$ cat config.mk
export PLATFORM = sky130hd
export DESIGN_NAME = alu_exec_unit
export DESIGN_NICKNAME = d
export VERILOG_FILES = /design/src/rtl/alu_pkg.sv /design/src/rtl/alu_op_decode.sv /design/src/rtl/alu_exec_unit.sv
export SDC_FILE = /design/constraint.sdc
export NUM_CORES = 1
export LEC_CHECK = 0
export CAP_MARGIN = 20
export CORE_ASPECT_RATIO = 0.75
export CORE_MARGIN = 5
export CORE_UTILIZATION = 48
export CTS_CLUSTER_SIZE = 8
export DETAILED_ROUTE_END_ITERATION = 16
export DONT_BUFFER_PORTS = 1
export PLACE_DENSITY = 0.66
export SLEW_MARGIN = 20
export SYNTH_ARGS = -nofsm -noshare
export SYNTH_HDL_FRONTEND = slang
export SYNTH_SLANG_ARGS = --single-unit
$ cat constraint.sdc
create_clock -name clk -period 4.7 [get_ports clk]
set_input_delay 0.705 -clock clk [delete_from_list [all_inputs] [get_ports clk]]
set_output_delay 0.705 -clock clk [all_outputs]
set_load 0.02 [all_outputs]
$ cat src/rtl/alu_pkg.sv
// Shared types and constants for the execute-stage ALU.
package alu_pkg;

  localparam int DEF_WIDTH = 32;

  typedef enum logic [1:0] {
    ALU_ADD   = 2'b00,
    ALU_SUB   = 2'b01,
    ALU_RTYPE = 2'b10,
    ALU_ITYPE = 2'b11
  } alu_op_e;

  // AND/OR/ADD/SUB keep the legacy encodings so older decode tables still line up.
  typedef enum logic [3:0] {
    OP_AND  = 4'b0000,
    OP_OR   = 4'b0001,
    OP_ADD  = 4'b0010,
    OP_SLL  = 4'b0011,
    OP_SLT  = 4'b0100,
    OP_SLTU = 4'b0101,
    OP_SUB  = 4'b0110,
    OP_XOR  = 4'b0111,
    OP_SRL  = 4'b1000,
    OP_SRA  = 4'b1001
  } alu_opcode_e;

  typedef enum logic {
    IDLE     = 1'b0,
    MUL_BUSY = 1'b1
  } exec_state_e;

endpackage

$ cat src/rtl/alu_op_decode.sv
// Combinational op decoder: {alu_op, funct7[5], funct3} -> ALU opcode plus illegal flag.
module alu_op_decode
  import alu_pkg::*;
(
  input  logic [1:0]  alu_op,
  input  logic [3:0]  func,
  output alu_opcode_e opcode,
  output logic        illegal
);

  always_comb begin
    opcode  = OP_ADD;
    illegal = 1'b0;
    case (alu_op_e'(alu_op))
      ALU_ADD: opcode = OP_ADD;
      ALU_SUB: opcode = OP_SUB;
      ALU_RTYPE: begin
        case (func)
          4'b0000: opcode = OP_ADD;
          4'b1000: opcode = OP_SUB;
          4'b0001: opcode = OP_SLL;
          4'b0010: opcode = OP_SLT;
          4'b0011: opcode = OP_SLTU;
          4'b0100: opcode = OP_XOR;
          4'b0101: opcode = OP_SRL;
          4'b1101: opcode = OP_SRA;
          4'b0110: opcode = OP_OR;
          4'b0111: opcode = OP_AND;
          default: illegal = 1'b1;
        endcase
      end
      ALU_ITYPE: begin
        // Immediates have no SUB; bit 3 only matters to pick SRA over SRL.
        case (func[2:0])
          3'b000:  opcode = OP_ADD;
          3'b001:  opcode = OP_SLL;
          3'b010:  opcode = OP_SLT;
          3'b011:  opcode = OP_SLTU;
          3'b100:  opcode = OP_XOR;
          3'b101:  opcode = func[3] ? OP_SRA : OP_SRL;
          3'b110:  opcode = OP_OR;
          default: opcode = OP_AND;
        endcase
      end
      default: illegal = 1'b1;
    endcase
  end

endmodule

$ cat src/rtl/alu_exec_unit.sv
// Execute-stage ALU with registered valid/ready output; single-cycle ops land at the accept edge,
// MUL (only when ALU_MUL_EN is defined) takes WIDTH cycles. A held, unconsumed result blocks in_ready.
module alu_exec_unit
  import alu_pkg::*;
#(
  parameter int WIDTH   = DEF_WIDTH,
  parameter int SHAMT_W = $clog2(WIDTH)
) (
  input  logic             clk,
  input  logic             rst_n,
  input  logic             flush,
  input  logic             in_valid,
  output logic             in_ready,
  input  logic [1:0]       alu_op,
  input  logic [3:0]       func,
  input  logic             is_mul,
  input  logic [WIDTH-1:0] a,
  input  logic [WIDTH-1:0] b,
  output logic             out_valid,
  input  logic             out_ready,
  output logic [WIDTH-1:0] result,
  output logic             zero,
  output logic             illegal
);

  alu_opcode_e        opcode;
  logic               dec_illegal;
  logic [WIDTH-1:0]   alu_res;
  logic [WIDTH-1:0]   sc_res;
  logic [SHAMT_W-1:0] shamt;
  logic               accept;
  logic               mul_req;
  exec_state_e        state, state_nxt;

  alu_op_decode u_dec (
    .alu_op  (alu_op),
    .func    (func),
    .opcode  (opcode),
    .illegal (dec_illegal)
  );

  assign shamt    = b[SHAMT_W-1:0];
  assign in_ready = (state == IDLE) && (!out_valid || out_ready);
  assign accept   = in_valid && in_ready;
  assign mul_req  = is_mul && (alu_op == ALU_RTYPE);

  always_comb begin
    alu_res = '0;
    case (opcode)
      OP_AND:  alu_res = a & b;
      OP_OR:   alu_res = a | b;
      OP_ADD:  alu_res = a + b;
      OP_SUB:  alu_res = a - b;
      OP_SLL:  alu_res = a << shamt;
      OP_SLT:  alu_res = {{(WIDTH-1){1'b0}}, ($signed(a) < $signed(b))};
      OP_SLTU: alu_res = {{(WIDTH-1){1'b0}}, (a < b)};
      OP_XOR:  alu_res = a ^ b;
      OP_SRL:  alu_res = a >> shamt;
      OP_SRA:  alu_res = $unsigned($signed(a) >>> shamt);
      default: alu_res = '0;
    endcase
  end

  assign sc_res = dec_illegal ? '0 : alu_res;

`ifdef ALU_MUL_EN
  logic [WIDTH-1:0]   mul_a;
  logic [WIDTH-1:0]   mul_b;
  logic [WIDTH-1:0]   mul_acc;
  logic [WIDTH-1:0]   mul_acc_nxt;
  logic [SHAMT_W-1:0] mul_cnt;

  assign mul_acc_nxt = mul_acc + (mul_b[0] ? mul_a : '0);
`endif

  always_comb begin
    state_nxt = state;
`ifdef ALU_MUL_EN
    case (state)
      IDLE:     if (accept && mul_req) state_nxt = MUL_BUSY;
      MUL_BUSY: if (mul_cnt == '0) state_nxt = IDLE;
      default:  state_nxt = IDLE;
    endcase
`endif
    if (flush) state_nxt = IDLE;
  end

  always_ff @(posedge clk) begin
    if (!rst_n) state <= IDLE;
    else        state <= state_nxt;
  end

  always_ff @(posedge clk) begin
    if (!rst_n) begin
      out_valid <= 1'b0;
      result    <= '0;
      zero      <= 1'b0;
      illegal   <= 1'b0;
`ifdef ALU_MUL_EN
      mul_a     <= '0;
      mul_b     <= '0;
      mul_acc   <= '0;
      mul_cnt   <= '0;
`endif
    end else if (flush) begin
      out_valid <= 1'b0;
    end else begin
      if (out_valid && out_ready) out_valid <= 1'b0;
      if (accept) begin
        if (mul_req) begin
`ifdef ALU_MUL_EN
          mul_a     <= a;
          mul_b     <= b;
          mul_acc   <= '0;
          mul_cnt   <= SHAMT_W'(WIDTH - 1);
          out_valid <= 1'b0;
`else
          result    <= '0;
          zero      <= 1'b1;
          illegal   <= 1'b1;
          out_valid <= 1'b1;
`endif
        end else begin
          result    <= sc_res;
          zero      <= (sc_res == '0);
          illegal   <= dec_illegal;
          out_valid <= 1'b1;
        end
      end
`ifdef ALU_MUL_EN
      // One multiplier bit per cycle, LSB first; the last bit folds straight into result.
      if (state == MUL_BUSY) begin
        if (mul_cnt == '0) begin
          result    <= mul_acc_nxt;
          zero      <= (mul_acc_nxt == '0);
          illegal   <= 1'b0;
          out_valid <= 1'b1;
        end else begin
          mul_acc <= mul_acc_nxt;
          mul_a   <= mul_a << 1;
          mul_b   <= mul_b >> 1;
          mul_cnt <= mul_cnt - 1'b1;
        end
      end
`endif
    end
  end

endmodule

# Word level (Yosys, flattened, before mapping)
# Cells that the tools add are included.
# Widths: inputs -> output; s select.
dict set report totals {
  in_bits 76
  out_inout_bits 36
  register_bits 35
}
dict set report op_classes {
  n_addsub 2
  order_cmp 2
  eq_ne 27
  shift 3
  bitwise 5
  n_reduce_logical 14
  n_mux 13
}
# operator n
set op_table {}
lappend op_table {{$pmux 32 s10} 1}
lappend op_table {{$lt 32x32->1} 2}
lappend op_table {{$mux 32} 2}
lappend op_table {{$pmux 4 s9} 1}
lappend op_table {{$add 32x32->32} 1}
lappend op_table {{$and 32x32->32} 1}
lappend op_table {{$eq 4x3->1 const B} 8}
lappend op_table {{$logic_not 32->1} 1}
lappend op_table {{$or 32x32->32} 1}
lappend op_table {{$shl 32x5->32} 1}
lappend op_table {{$shr 32x5->32} 1}
lappend op_table {{$sshr 32x5->32} 1}
lappend op_table {{$sub 32x32->32} 1}
lappend op_table {{$xor 32x32->32} 1}
lappend op_table {{$pmux 4 s7} 1}
lappend op_table {{$eq 4x2->1 const B} 4}
lappend op_table {{$eq 4x4->1 const B} 4}
lappend op_table {{$pmux 4 s4} 1}
lappend op_table {{$reduce_or 10->1} 1}
lappend op_table {{$eq 3x3->1 const B} 3}
lappend op_table {{$eq 4x1->1 const B} 2}
lappend op_table {{$logic_not 4->1} 2}
lappend op_table {{$mux 1} 7}
lappend op_table {{$eq 3x2->1 const B} 2}
lappend op_table {{12 further kinds} 16}

# Longest topological paths before layout
dict set report logic_depth {
  ltp_word 8
  ltp_mapped 18
  mapped_depth_nobuf 15
}

# Hierarchy
# A second synthesis with hierarchy kept.
dict set report hier_totals {
  cells_unflattened 1633
  area_unflattened_um2 11641.2
}
# mod n_inst area_per_inst_um2 seq_area_each_um2 cells_per_inst
set modules_own_cells {}
lappend modules_own_cells {alu_exec_unit 1 11512.3 700.7 1612}
lappend modules_own_cells {alu_op_decode 1 128.9 0.0 21}

# Worst setup path before layout
# No wires, ideal clock.
dict set report synth_timing {
  path_kind {input -> register}
  from {input port b[1]}
  to {register zero}
  n_path_buf 4
  setup_ns 0.060
  arrival_ns 4.403
  stages 17
  setup_slack_ns 0.237
  cell_sequence {buf_2 > inv_2 > buf_2 > buf_2 > buf_2 > ha_1 > o21ba_1 > or4_4 > a211o_1 > and2_1 > a221o_1 > a21oi_1 > nand4_1 > nor4_2 > nand3_1 > o31ai_1 > a41o_1}
}
dict set report synth_between {
  elab_chain_cells 5
  word_cells_on_any_way 14
  cone_classes {2 x add/sub; 2 x order compare; 3 x shift; 3 x mux; 3 x bitwise; 1 x reduce/logical}
}
# item line
set synth_lines {}
lappend synth_lines {{start: declaration} alu_exec_unit.sv:18} ;# input logic [WIDTH-1:0] b,
lappend synth_lines {{$sub 32x32->32 (tied with other cells)} alu_exec_unit.sv:53} ;# OP_SUB: alu_res = a - b;
lappend synth_lines {{$pmux 32 s10 *} alu_exec_unit.sv:49} ;# case (opcode)
lappend synth_lines {{$mux 32 *} alu_exec_unit.sv:64} ;# assign sc_res = dec_illegal ? '0 : alu_res;
lappend synth_lines {{$logic_not 32->1 *} alu_exec_unit.sv:125} ;# zero <= (sc_res == '0);
lappend synth_lines {{$mux 1 *} alu_exec_unit.sv:110} ;# if (mul_req) begin
lappend synth_lines {{end signal: assignment} alu_exec_unit.sv:125}
lappend synth_lines {{end: declaration} alu_exec_unit.sv:22} ;# output logic zero,
# Every way passes the cells marked *; elsewhere a longest branch is shown, timed or not.
# A chain may end at the register's enable or synchronous reset.

# Worst setup path after layout
dict set report layout_timing {
  from {input port a[0]}
  to {register zero}
}
dict set report layout_between {
  elab_chain_cells 5
  word_cells_on_any_way 14
  cone_classes {2 x add/sub; 2 x order compare; 3 x shift; 3 x mux; 3 x bitwise; 1 x reduce/logical}
}
# item line
set layout_lines {}
lappend layout_lines {{start: declaration} alu_exec_unit.sv:17} ;# input logic [WIDTH-1:0] a,
lappend layout_lines {{$sub 32x32->32 (tied with other cells)} alu_exec_unit.sv:53}
lappend layout_lines {{$pmux 32 s10 *} alu_exec_unit.sv:49}
lappend layout_lines {{$mux 32 *} alu_exec_unit.sv:64}
lappend layout_lines {{$logic_not 32->1 *} alu_exec_unit.sv:125}
lappend layout_lines {{$mux 1 *} alu_exec_unit.sv:110}
# Marked as above.

==> flow_metrics.tcl <==
set metrics [dict create \
    grt_usage_pct 40.28 \
    power.leakage_nw 4.767 \
    cts_tree "built" \
    ys_warn_count 0 \
    dpl.hpwl_um 46360 \
    cts_setup_buffers 0 \
    finalMaxSlewViolations 0 \
    cts_hold_buf 0 \
    gp_congestion 1.023 \
    whs_ps 491.1 \
    drt_iter0_markers 2105 \
    rsz0062_at_grt "no" \
    syn_inst 1673 \
    final_common_cell "nand2_1" \
    layout_common_cells "nand2_1 (161), nor2_1 (144), a21oi_1 (130)" \
    io_pins 112 \
    clk-insertion-delay-late_ps 290 \
    cap_violations 0 \
    criticalPathCategory "input port to register" \
    antenna_left 0 \
    avgSynthCellArea_um2 7.221 \
    report.final.hold_viol_count 0 \
    antennaDiodeCount 0 \
    cp-start-kind "input port" \
    post_cts_resized 0 \
    synth.distinct_cells 95 \
    finish.utilization_pct 49.10 \
    wl_um 59670 \
    drcViolationCount 0 \
    drt_first_pass_iters 6 \
    vias 13960 \
    syn_nets 1848 \
    crit_required_ps 4930 \
    cts_sinks 35 \
    final.setup_skew_ps 10.19 \
    final_nets 1737 \
    ir_worst_vdd_mv 0.1459 \
    drive_above_1_share_pct 9.853 \
    status "finished clean" \
    clk_pin_slew_worst_paths_ps 60 \
    grt_start_max_net_pins 110 \
    grt_pass1_wl_um 87260 \
    clockBufferDepth 2 \
    synth_edf_count 0 \
    die_h_um 147.4 \
    overflow 0 \
    vias_per_cell 7.345 \
    finalCritPeriodShare_pct 87.01 \
    yosysSeqAreaShare_pct 5.800 \
    arrival_ps 4320 \
    worstMarginPinSlew_ps 1187 \
    stdcell_count 1901 \
    cp_max_fo 7 \
    period_needed_ps 4090 \
    place_inst 1893 \
    timing.fmax_mhz 244.5 \
    hold_class "input port to register" \
    numCtsBuffers 5 \
    cp-end-kind "register" \
    area_growth_pct 1.202 \
    rows 50 \
    antenna_found_initial 1 \
    die_w_um 193.2 \
    netlist_area_um2 12080 \
    tns_ps 0 \
    first_global_vias 12700 \
    async_flop_share_pct 0 \
    core_area_um2 24900 \
    htree_levels 2 \
    route.detailed.wl_per_inst_um 31.39 \
    ys_ff_latch 35 \
    dieArea_um2 28470 \
    totalPowerFinal_w 0.002146 \
    synth_ff_type "dfxtp_1" \
    numPortBuffers 0 \
    power-per-cell-area_nw_per_um2 175.5 \
    start_util_pct 48.52 \
    root_buffer "clkbuf_16" \
    slew-limit-headroom_pct 20.00 \
    setup_viol 0 \
]
-- layout make-up --
class	instances	area, µm²
Fill cell	2580	12670
Clock buffer	5	125.1
Tap cell	338	422.9
Sequential cell	35	700.7
Multi-Input combinational cell	1383	10270
Clock inverter	3	43.79
Timing Repair Buffer	34	280.3
Inverter	103	386.6
-- layer usage --
metal  vias to the layer above  wire length, µm  global-route usage (%)
met4                         4             2072                   10.62
met3                       109             8423                   11.57
met1                      6739            25240                   60.82
met5                         -               61                   1.224
met2                      1079            23870                   55.49
li1                       6031                -                       -
-- stage by stage --
stage | setup WS, ps | cell area (µm²)
final | 610.5 | 12230
after detailed placement | 442.1 | 12060
after global placement | 539.2 | 12060
after global routing | 396.4 | 12230
after CTS | 727.0 | 12230
after floorplan | 237.4 | 12080
-- final timing paths --
check,to,depth (start not counted),slack (ps),from
max,zero$_SDFFE_PN0P_,14,610,a[0]
min,out_valid$_SDFFE_PP0P_,1,490,flush
max reg2reg,zero$_SDFFE_PN0P_,8,2200,out_valid$_SDFFE_PP0P_
min reg2reg,result[2]$_SDFFE_PN0P_,2,580,result[2]$_SDFFE_PN0P_
-- registers in the layout, indices dropped and copies added (netlist names) --
register / flops
out_valid: 1
illegal: 1
result: 32
zero: 1
-- critical path: stages --
cell and delay (ps):
inv_1 70, ha_1 170, inv_1 50, fa_1 400
nor3b_1 180, o311ai_2 360, a31oi_1 190, nor3_1 470
o21ai_1 310, a311oi_1 370, xnor2_1 240, o221ai_1 180
nor4_1 390, a41o_1 220
-- synth_stat cells, types with 13 or more instances --
cell	instances	share of area [%]
nor2b_1	43	2.2
nor3_1	44	1.8
xnor2_1	19	1.4
a21oi_1	130	5.4
mux4_2	56	10
a31oi_1	20	1.0
nor4_1	18	0.93
buf_2	44	1.8
o211ai_1	27	1.7
a221oi_1	13	0.94
nand2b_1	14	0.72
nand2_1	161	5.0
clkbuf_1	84	2.6
o22ai_1	14	0.72
ha_1	97	10
o221ai_1	15	1.1
o21ai_0	99	4.1
mux2_2	30	2.8
o31ai_1	20	1.2
a211oi_1	41	2.5
mux2i_1	75	6.2
and2_1	19	0.98
dfxtp_1	35	5.8
nor2_1	144	4.5
inv_1	97	3.0
a22oi_1	29	1.8
nand3_1	31	1.3
-- report_power, final --
group	leakage, nW	total (W)	internal [W]	switching [W]
logic	4.40	0.00141	0.000526	0.000879
clock network	0.0838	0.000389	0.000250	0.000139
registers	0.285	0.000351	0.000315	0.0000361
total	4.77	0.00215	0.00109	0.00105
-- cell families after synthesis --
group                      after synthesis  share of synthesized area [%]
adders and majority gates               99                          10.38
and+or+nand+nor                        532                          20.90
muxes                                  169                          20.49
AOI/OAI and AO/OA                      562                          31.63
buffers and inverters                  255                          9.280
xor gates and xnor gates                21                          1.523
DFF                                     35                          5.800
No activity file was read; power rests on OpenSTA's default activity.
